**config.mk**
```make
export PLATFORM = sky130hd
export DESIGN_NAME = control_sequencer_flat
export DESIGN_NICKNAME = d
export VERILOG_FILES = /design/src/rtl/control_sequencer_if.sv /design/src/rtl/control_sequencer.sv /design/src/flat_wrapper.sv
export SDC_FILE = /design/constraint.sdc
export NUM_CORES = 1
export LEC_CHECK = 0
export ABC_AREA = 1
export CORE_MARGIN = 4
export CORE_UTILIZATION = 50
export DETAILED_ROUTE_END_ITERATION = 8
export DONT_BUFFER_PORTS = 1
export PLACE_DENSITY_LB_ADDON = 0.25
export SLEW_MARGIN = 20
export SYNTH_ARGS = -nofsm -noshare
export SYNTH_HDL_FRONTEND = slang
export SYNTH_SLANG_ARGS = --single-unit
```
**constraint.sdc**
```tcl
create_clock -name clk -period 1.2 [get_ports clk]
set_input_delay 0.12 -clock clk [delete_from_list [all_inputs] [get_ports clk]]
set_output_delay 0.12 -clock clk [all_outputs]
set_load 0.03 [all_outputs]
```
**src/rtl/control_sequencer_if.sv**
```systemverilog
// control_sequencer_if: instruction inputs, memory handshake, datapath strobes and status of the control sequencer.
interface control_sequencer_if;
  logic        start;
  logic [31:0] ir;
  logic        mem_ready;
  logic        PC_out, MAR_enable, IncPC, PC_enable, Read, MDR_enable, MDR_out, IR_enable;
  logic        Y_enable, Z_enable, ZLow_out, ZHigh_out, LO_enable, HI_enable;
  logic [15:0] reg_out_sel, reg_en_sel;
  logic [4:0]  opcode;
  logic        busy, done, illegal;
  modport master (
    output start, ir, mem_ready,
    input  PC_out, MAR_enable, IncPC, PC_enable, Read, MDR_enable, MDR_out, IR_enable,
    input  Y_enable, Z_enable, ZLow_out, ZHigh_out, LO_enable, HI_enable,
    input  reg_out_sel, reg_en_sel, opcode, busy, done, illegal
  );
  modport slave (
    input  start, ir, mem_ready,
    output PC_out, MAR_enable, IncPC, PC_enable, Read, MDR_enable, MDR_out, IR_enable,
    output Y_enable, Z_enable, ZLow_out, ZHigh_out, LO_enable, HI_enable,
    output reg_out_sel, reg_en_sel, opcode, busy, done, illegal
  );
endinterface

```
**src/rtl/control_sequencer.sv**
```systemverilog
// control_sequencer: fetch/decode/execute FSM driving datapath strobes for three-register ALU instructions.
// Define SEQ_MULDIV_EN to add mul/div, which use a T6 state and the LO/HI registers.
module control_sequencer (
  input logic clk,
  input logic clr,
  control_sequencer_if.slave bus
);
  typedef enum logic [3:0] {IDLE, T0, T1, T2, T3, T4, T5, T6, HALT} state_t;
  state_t r_state, w_next;
  logic [4:0] w_op;
  logic [3:0] w_ra, w_rb, w_rc;
  logic       w_md, w_legal;
  assign w_op = bus.ir[31:27];
  assign w_ra = bus.ir[26:23];
  assign w_rb = bus.ir[22:19];
  assign w_rc = bus.ir[18:15];
`ifdef SEQ_MULDIV_EN
  assign w_md = (w_op == 5'b01111) || (w_op == 5'b10000);
`else
  assign w_md = 1'b0;
`endif
  assign w_legal = (w_op >= 5'b00011 && w_op <= 5'b01011) || w_md;
  always_ff @(posedge clk or posedge clr) begin
    if (clr) r_state <= IDLE;
    else     r_state <= w_next;
  end
  always_comb begin
    w_next = r_state;
    case (r_state)
      IDLE:    w_next = bus.start ? T0 : IDLE;
      T0:      w_next = T1;
      T1:      w_next = bus.mem_ready ? T2 : T1;
      T2:      w_next = T3;
      T3:      w_next = w_legal ? T4 : HALT;
      T4:      w_next = T5;
      T5:      w_next = w_md ? T6 : (bus.start ? T0 : IDLE);
      T6:      w_next = bus.start ? T0 : IDLE;
      HALT:    w_next = HALT;
      default: w_next = IDLE;
    endcase
  end
  // Outputs depend only on r_state and ir, so clr clears them without waiting for a clock.
  always_comb begin
    bus.PC_out      = 1'b0;
    bus.MAR_enable  = 1'b0;
    bus.IncPC       = 1'b0;
    bus.PC_enable   = 1'b0;
    bus.Read        = 1'b0;
    bus.MDR_enable  = 1'b0;
    bus.MDR_out     = 1'b0;
    bus.IR_enable   = 1'b0;
    bus.Y_enable    = 1'b0;
    bus.Z_enable    = 1'b0;
    bus.ZLow_out    = 1'b0;
    bus.ZHigh_out   = 1'b0;
    bus.LO_enable   = 1'b0;
    bus.HI_enable   = 1'b0;
    bus.reg_out_sel = 16'd0;
    bus.reg_en_sel  = 16'd0;
    bus.opcode      = 5'd0;
    bus.done        = 1'b0;
    bus.illegal     = r_state == HALT;
    bus.busy        = r_state != IDLE && r_state != HALT;
    case (r_state)
      T0: begin
        bus.PC_out     = 1'b1;
        bus.MAR_enable = 1'b1;
        bus.IncPC      = 1'b1;
        bus.PC_enable  = 1'b1;
      end
      T1: begin
        bus.Read       = 1'b1;
        bus.MDR_enable = 1'b1;
      end
      T2: begin
        bus.MDR_out    = 1'b1;
        bus.IR_enable  = 1'b1;
      end
      T3: begin
        bus.Y_enable    = w_legal;
        bus.reg_out_sel = w_legal ? 16'd1 << (w_md ? w_ra : w_rb) : 16'd0;
      end
      T4: begin
        bus.Z_enable    = 1'b1;
        bus.opcode      = w_op;
        bus.reg_out_sel = 16'd1 << (w_md ? w_rb : w_rc);
      end
      T5: begin
        bus.ZLow_out   = 1'b1;
        bus.reg_en_sel = w_md ? 16'd0 : 16'd1 << w_ra;
        bus.done       = !w_md;
`ifdef SEQ_MULDIV_EN
        bus.LO_enable  = w_md;
`endif
      end
`ifdef SEQ_MULDIV_EN
      T6: begin
        bus.ZHigh_out = 1'b1;
        bus.HI_enable = 1'b1;
        bus.done      = 1'b1;
      end
`endif
      default: ;
    endcase
  end
endmodule

```
**src/flat_wrapper.sv**
```systemverilog
// flat-port wrapper written by rule: the top's interface ports become plain ports
module control_sequencer_flat 
  (clk, clr, bus_start, bus_ir, bus_mem_ready, bus_PC_out, bus_MAR_enable, bus_IncPC, bus_PC_enable, bus_Read, bus_MDR_enable, bus_MDR_out, bus_IR_enable, bus_Y_enable, bus_Z_enable, bus_ZLow_out, bus_ZHigh_out, bus_LO_enable, bus_HI_enable, bus_reg_out_sel, bus_reg_en_sel, bus_opcode, bus_busy, bus_done, bus_illegal);
  control_sequencer_if bus_i ();
  input logic clk;
  input logic clr;
  input wire logic [$bits(bus_i.start)-1:0] bus_start;
  input wire logic [$bits(bus_i.ir)-1:0] bus_ir;
  input wire logic [$bits(bus_i.mem_ready)-1:0] bus_mem_ready;
  output wire logic [$bits(bus_i.PC_out)-1:0] bus_PC_out;
  output wire logic [$bits(bus_i.MAR_enable)-1:0] bus_MAR_enable;
  output wire logic [$bits(bus_i.IncPC)-1:0] bus_IncPC;
  output wire logic [$bits(bus_i.PC_enable)-1:0] bus_PC_enable;
  output wire logic [$bits(bus_i.Read)-1:0] bus_Read;
  output wire logic [$bits(bus_i.MDR_enable)-1:0] bus_MDR_enable;
  output wire logic [$bits(bus_i.MDR_out)-1:0] bus_MDR_out;
  output wire logic [$bits(bus_i.IR_enable)-1:0] bus_IR_enable;
  output wire logic [$bits(bus_i.Y_enable)-1:0] bus_Y_enable;
  output wire logic [$bits(bus_i.Z_enable)-1:0] bus_Z_enable;
  output wire logic [$bits(bus_i.ZLow_out)-1:0] bus_ZLow_out;
  output wire logic [$bits(bus_i.ZHigh_out)-1:0] bus_ZHigh_out;
  output wire logic [$bits(bus_i.LO_enable)-1:0] bus_LO_enable;
  output wire logic [$bits(bus_i.HI_enable)-1:0] bus_HI_enable;
  output wire logic [$bits(bus_i.reg_out_sel)-1:0] bus_reg_out_sel;
  output wire logic [$bits(bus_i.reg_en_sel)-1:0] bus_reg_en_sel;
  output wire logic [$bits(bus_i.opcode)-1:0] bus_opcode;
  output wire logic [$bits(bus_i.busy)-1:0] bus_busy;
  output wire logic [$bits(bus_i.done)-1:0] bus_done;
  output wire logic [$bits(bus_i.illegal)-1:0] bus_illegal;
  assign bus_i.start = bus_start;
  assign bus_i.ir = bus_ir;
  assign bus_i.mem_ready = bus_mem_ready;
  assign bus_PC_out = bus_i.PC_out;
  assign bus_MAR_enable = bus_i.MAR_enable;
  assign bus_IncPC = bus_i.IncPC;
  assign bus_PC_enable = bus_i.PC_enable;
  assign bus_Read = bus_i.Read;
  assign bus_MDR_enable = bus_i.MDR_enable;
  assign bus_MDR_out = bus_i.MDR_out;
  assign bus_IR_enable = bus_i.IR_enable;
  assign bus_Y_enable = bus_i.Y_enable;
  assign bus_Z_enable = bus_i.Z_enable;
  assign bus_ZLow_out = bus_i.ZLow_out;
  assign bus_ZHigh_out = bus_i.ZHigh_out;
  assign bus_LO_enable = bus_i.LO_enable;
  assign bus_HI_enable = bus_i.HI_enable;
  assign bus_reg_out_sel = bus_i.reg_out_sel;
  assign bus_reg_en_sel = bus_i.reg_en_sel;
  assign bus_opcode = bus_i.opcode;
  assign bus_busy = bus_i.busy;
  assign bus_done = bus_i.done;
  assign bus_illegal = bus_i.illegal;
  control_sequencer u_core (.clk(clk), .clr(clr), .bus(bus_i));
endmodule
```
==> metrics.yaml, run 1 <==
status: "did not finish"
stop_stage: "5_1_grt"
error: "[ERROR DPL-0038] Utilization greater than 100%, impossible to legalize"
synth_cell_types: 18
pre_cts_ws_ps: -173.2
die_h_um: 51.70
start_util: 0.5411
netlist_area_um2: 954.7
port_buffers: 0
avgSynthCellArea_um2: 5.025
ys_seq_area_frac: 0.1048
dp.final_hpwl_um: 2922
cts_made_buffers: 3
worst_endpoint: "bus_reg_out_sel[3]"
die_x_um: 51.70
ys_warn_count: 0
core.rowCount: 15
ys_ff_latch: 4
ios: 90
grt_max_degree: 10
cts-root-buf: "clkbuf_4"
cts.path.max_buffers: 2
finalWeightedCongestion: 0.8437
cts.sinks: 4
synth_cells: 190
cts_htree_levels: 1
worst-ep-kind: "primary output"
## per-stage QoR
step                      setup TNS [ps]  area (um^2)  utilization  hold WS, ps  cells
after global placement             -2157         1560       0.8844       -104.3    229
after CTS                         -14890         1718       0.9738        31.25    240
after floorplan                    -4231         1389            -       -113.9    192
after detailed placement           -4005         1560       0.8844       -96.54    229
## cells by family after synthesis
family | after synthesis | synth area share
AO/OA/AOI/OAI | 3 | 0.02753
buffers and inverters | 41 | 0.2123
flip-flops | 4 | 0.1049
other | 1 | 0.003928
AND/OR/NAND/NOR | 141 | 0.6514
## cell usage after synthesis
library cell	instances	area (um^2)
buf_2	1	5.000
nor2_1	43	161.4
o21ai_0	2	10.01
nor3_1	8	40.04
inv_4	1	6.260
a21oi_4	1	16.27
nand3_1	34	170.2
dfrtp_1	4	100.1
buf_6	1	11.26
nand2_2	4	25.02
inv_2	3	11.26
conb_1	1	3.750
nand2_4	1	11.26
buf_4	10	75.07
nor2_4	2	22.52
nand2_1	46	172.7
nor2_2	3	18.77
inv_1	25	93.84
## timing repair
item | in CTS
pin swaps | 3
endpoints found under the setup margin | 53
hold endpoints to repair | 4
gates cloned | 1
hold buffers | 1
gates resized for setup | 17
buffers inserted | 6
==> inputs of run 2 (changes only) <==
- CORE_AREA: unset -> 4 4 65 67
- CORE_MARGIN: 4 -> unset
- CORE_UTILIZATION: 50 -> unset
- DIE_AREA: unset -> 0 0 69 71
- PLACE_DENSITY_LB_ADDON: 0.25 -> 0.15
==> metrics.yaml, run 2 <==
fin_skew_ps: 0.7014
synth-async-reset-ratio: 1.000  # unchanged
avgSynthCellArea_um2: 5.025  # unchanged
slowest_stage: "dfrtp_1"
ys_ff_latch: 4  # unchanged
cts_made_buffers: 3  # unchanged
ys_warn_count: 0  # unchanged
antenna_found_initial: 0
dp.final_hpwl_um: 2666  # was 2922 um
cts_htree_levels: 1  # unchanged
grt_pass1_vias: 1192
place_inst: 252  # was 229
core_area_um2: 3633
fmax_ghz: 0.6606
min_path_cells: 2
vias: 1219
irDropWorstVdd_uv: 601.3
synth_edf_count: 0  # unchanged
switching_share: 0.5369
cts.sinks: 4  # unchanged
route.detailed.drc: 0
setup_viol: 51
netlist_area_um2: 954.7  # unchanged
arrival_ps: 1390
cp.required_ps: 1080
largestRegisters: "u_core.r_state (4)"
cp_common_cell: "nand2_4"
cp-end-kind: "output pin"
regMostFlops: "u_core.r_state"
drive_gt1_frac: 0.5327
cts_tree: "built"
reg2reg_depth: 8
rsz0062_at_grt: "true"
fp.dieArea_um2: 4899
drtPass1Iterations: 4
drt_wl_total_um: 3267
die_x_um: 69  # was 51.70 um
path_class: "reg2out"
critPathTopFamily: "simple AND/OR/NAND/NOR gates"
avgViaCountPerCell: 4.653
pwr-share-clk: 0.105
critPathMaxFanout: 8
p_int_mw: 1.229
clk-insertion-delay-late_ps: 210
cp-start-kind: "flip-flop"
reg2reg_slack_ps: -120
worst_slack_ps: -313.7
finalWeightedCongestion: 0.7616  # was 0.8437
drv_slew: 0
p_comb_frac: 0.788
power.switching_mw: 1.425
grt_max_degree: 19
areaGrowthSynthToFinish_pct: 93.18
cap_violations: 0
whs_ps: 46.71
cp.depth: 7
ant_nets: 0
synth_common_cells: "nand2_1, nor2_1, nand3_1, inv_1, buf_4"  # unchanged
synth_cell_types: 18  # unchanged
num_antenna_cells: 0
drtIter0Drc: 25
crit_path_cell_trace: "inv_2 -> nand2_4 -> inv_4 -> nand2_4 -> nor2_4 -> nand2_1 -> nand2_4"
hold_path_class: "in2reg"
ys_seq_area_frac: 0.1048  # unchanged
finalHoldViolCount: 0
gr-total-overflow: 0
yosysMostFrequentCell: "nand2_1"  # unchanged
detail_route.wl_per_cell_um: 12.47
cts-root-buf: "clkbuf_8"  # was clkbuf_4
grt_pass1_wl_um: 5485
die_h_um: 71  # was 51.70 um
core.rowCount: 22  # was 15
path_clk_slew_ps: 30
slowest_delay_ps: 380
p_leak_nw: 0.7584
grt_use_total: 0.1312
yosys.area.top_type: "nand2_1"  # unchanged
period_minus_slack_ps: 1514
ys.flop_type: "dfrtp_1"  # unchanged
pwr-share-seq: 0.107
p_per_area_nw_per_um2: 1439
failed_checks: "setup timing"
status: "complete, but fails checks"  # was did not finish
largest_reg_flops: 4
nFillCells: 349
final.period_utilization: 1.261
synth_top_area_frac: 0.1809  # unchanged
cts.path.max_buffers: 2  # unchanged
final_cell_mix: "nor2_4, nand2_1, nand2_4, nand3_1, inv_1"
finalNonFillerCells: 262
start_util: 0.2627  # was 0.5411
path_buf_inv: 2
port_buffers: 0  # unchanged
fin_nets: 252
synth_cells: 190  # unchanged
ios: 90  # unchanged
synthTopCellsByArea: "nand2_1, nand3_1, nor2_1, dfrtp_1, inv_1"  # unchanged
## run 2: worst paths after layout
path                                         from            endpoint
max in group asynchronous                     clr   u_core.r_state[1]
worst min-delay path                bus_mem_ready   u_core.r_state[0]
worst min register to register  u_core.r_state[2]   u_core.r_state[1]
min in group asynchronous                     clr   u_core.r_state[3]
worst max-delay path            u_core.r_state[3]  bus_reg_out_sel[5]
worst max register to register  u_core.r_state[3]   u_core.r_state[2]
## run 2: area by class of cell
class | count | area, um^2 | area share
clock buffers | 3 | 41.29 | 0.02239
inverters | 29 | 125.1 | 0.06784
multi-input cells | 147 | 1150 | 0.6235
flip-flops and latches | 4 | 102.6 | 0.05563
well taps | 48 | 60.06 | 0.03256
repair buffers | 30 | 361.6 | 0.1961
repair inverters | 1 | 3.754 | 0.002035
## run 2: timing repair
| item | CTS | global route |
|---|---|---|
| resized for setup | 11 | 31 |
| pin swaps | 3 | 8 |
| buffers inserted | 1 | 5 |
| hold buffers | 1 | 0 |
| setup endpoints to repair | 51 | 53 |
| cloned | 1 | 0 |
| endpoints found under the hold margin | 4 | 0 |
## run 2: routing by layer
| layer | part of all wire | track usage | vias up | wire length [um] |
|---|---|---|---|---|
| li1 | - | - | 627 | - |
| met1 | 0.38 | 0.1563 | 549 | 1245 |
| met2 | 0.53 | 0.2256 | 43 | 1731 |
| met3 | 0.089 | 0.04261 | 0 | 290 |
| met4 | 0 | 0.03688 | 0 | 0 |
| met5 | 0 | 0 | - | 0 |
## run 2: logic make-up (layout without fill, tap and decap cells)
logic type | count (synthesis) | after routing | synth area share
and+or+nand+nor | 141 | 141 | 0.6514
buffers and inverters | 41 | 63 | 0.2123
DFF | 4 | 4 | 0.1049
AOI/OAI and AO/OA | 3 | 3 | 0.02753
other | 1 | 3 | 0.003928
## run 2: power groups by stage
stage | registers (mW) | logic, mW | clock network, mW
after floorplan | 0.260 | 1.30 | 0
after global placement | 0.256 | 1.69 | 0
after detailed placement | 0.259 | 1.70 | 0
after CTS | 0.265 | 1.82 | 0.281
after global routing | 0.293 | 2.22 | 0.291
final | 0.283 | 2.09 | 0.279
## run 2: stage by stage
stage | instance area, um^2 | setup WS (ps) | util | power, mW | setup TNS, ps
CTS | 1684 | -301.3 | 0.4635 | 2.368 | -13210
detailed placement | 1589 | -99.54 | 0.4373 | 1.961 | -2751
finish | 1844 | -313.7 | 0.5076 | 2.654 | -11990
floorplan | 1389 | -199.7 | - | 1.557 | -4231
global placement | 1589 | -101.2 | 0.4373 | 1.948 | -2102
global route | 1844 | -394.5 | 0.5076 | 2.803 | -15240
Note: power is estimated with default switching activity, not from simulation.
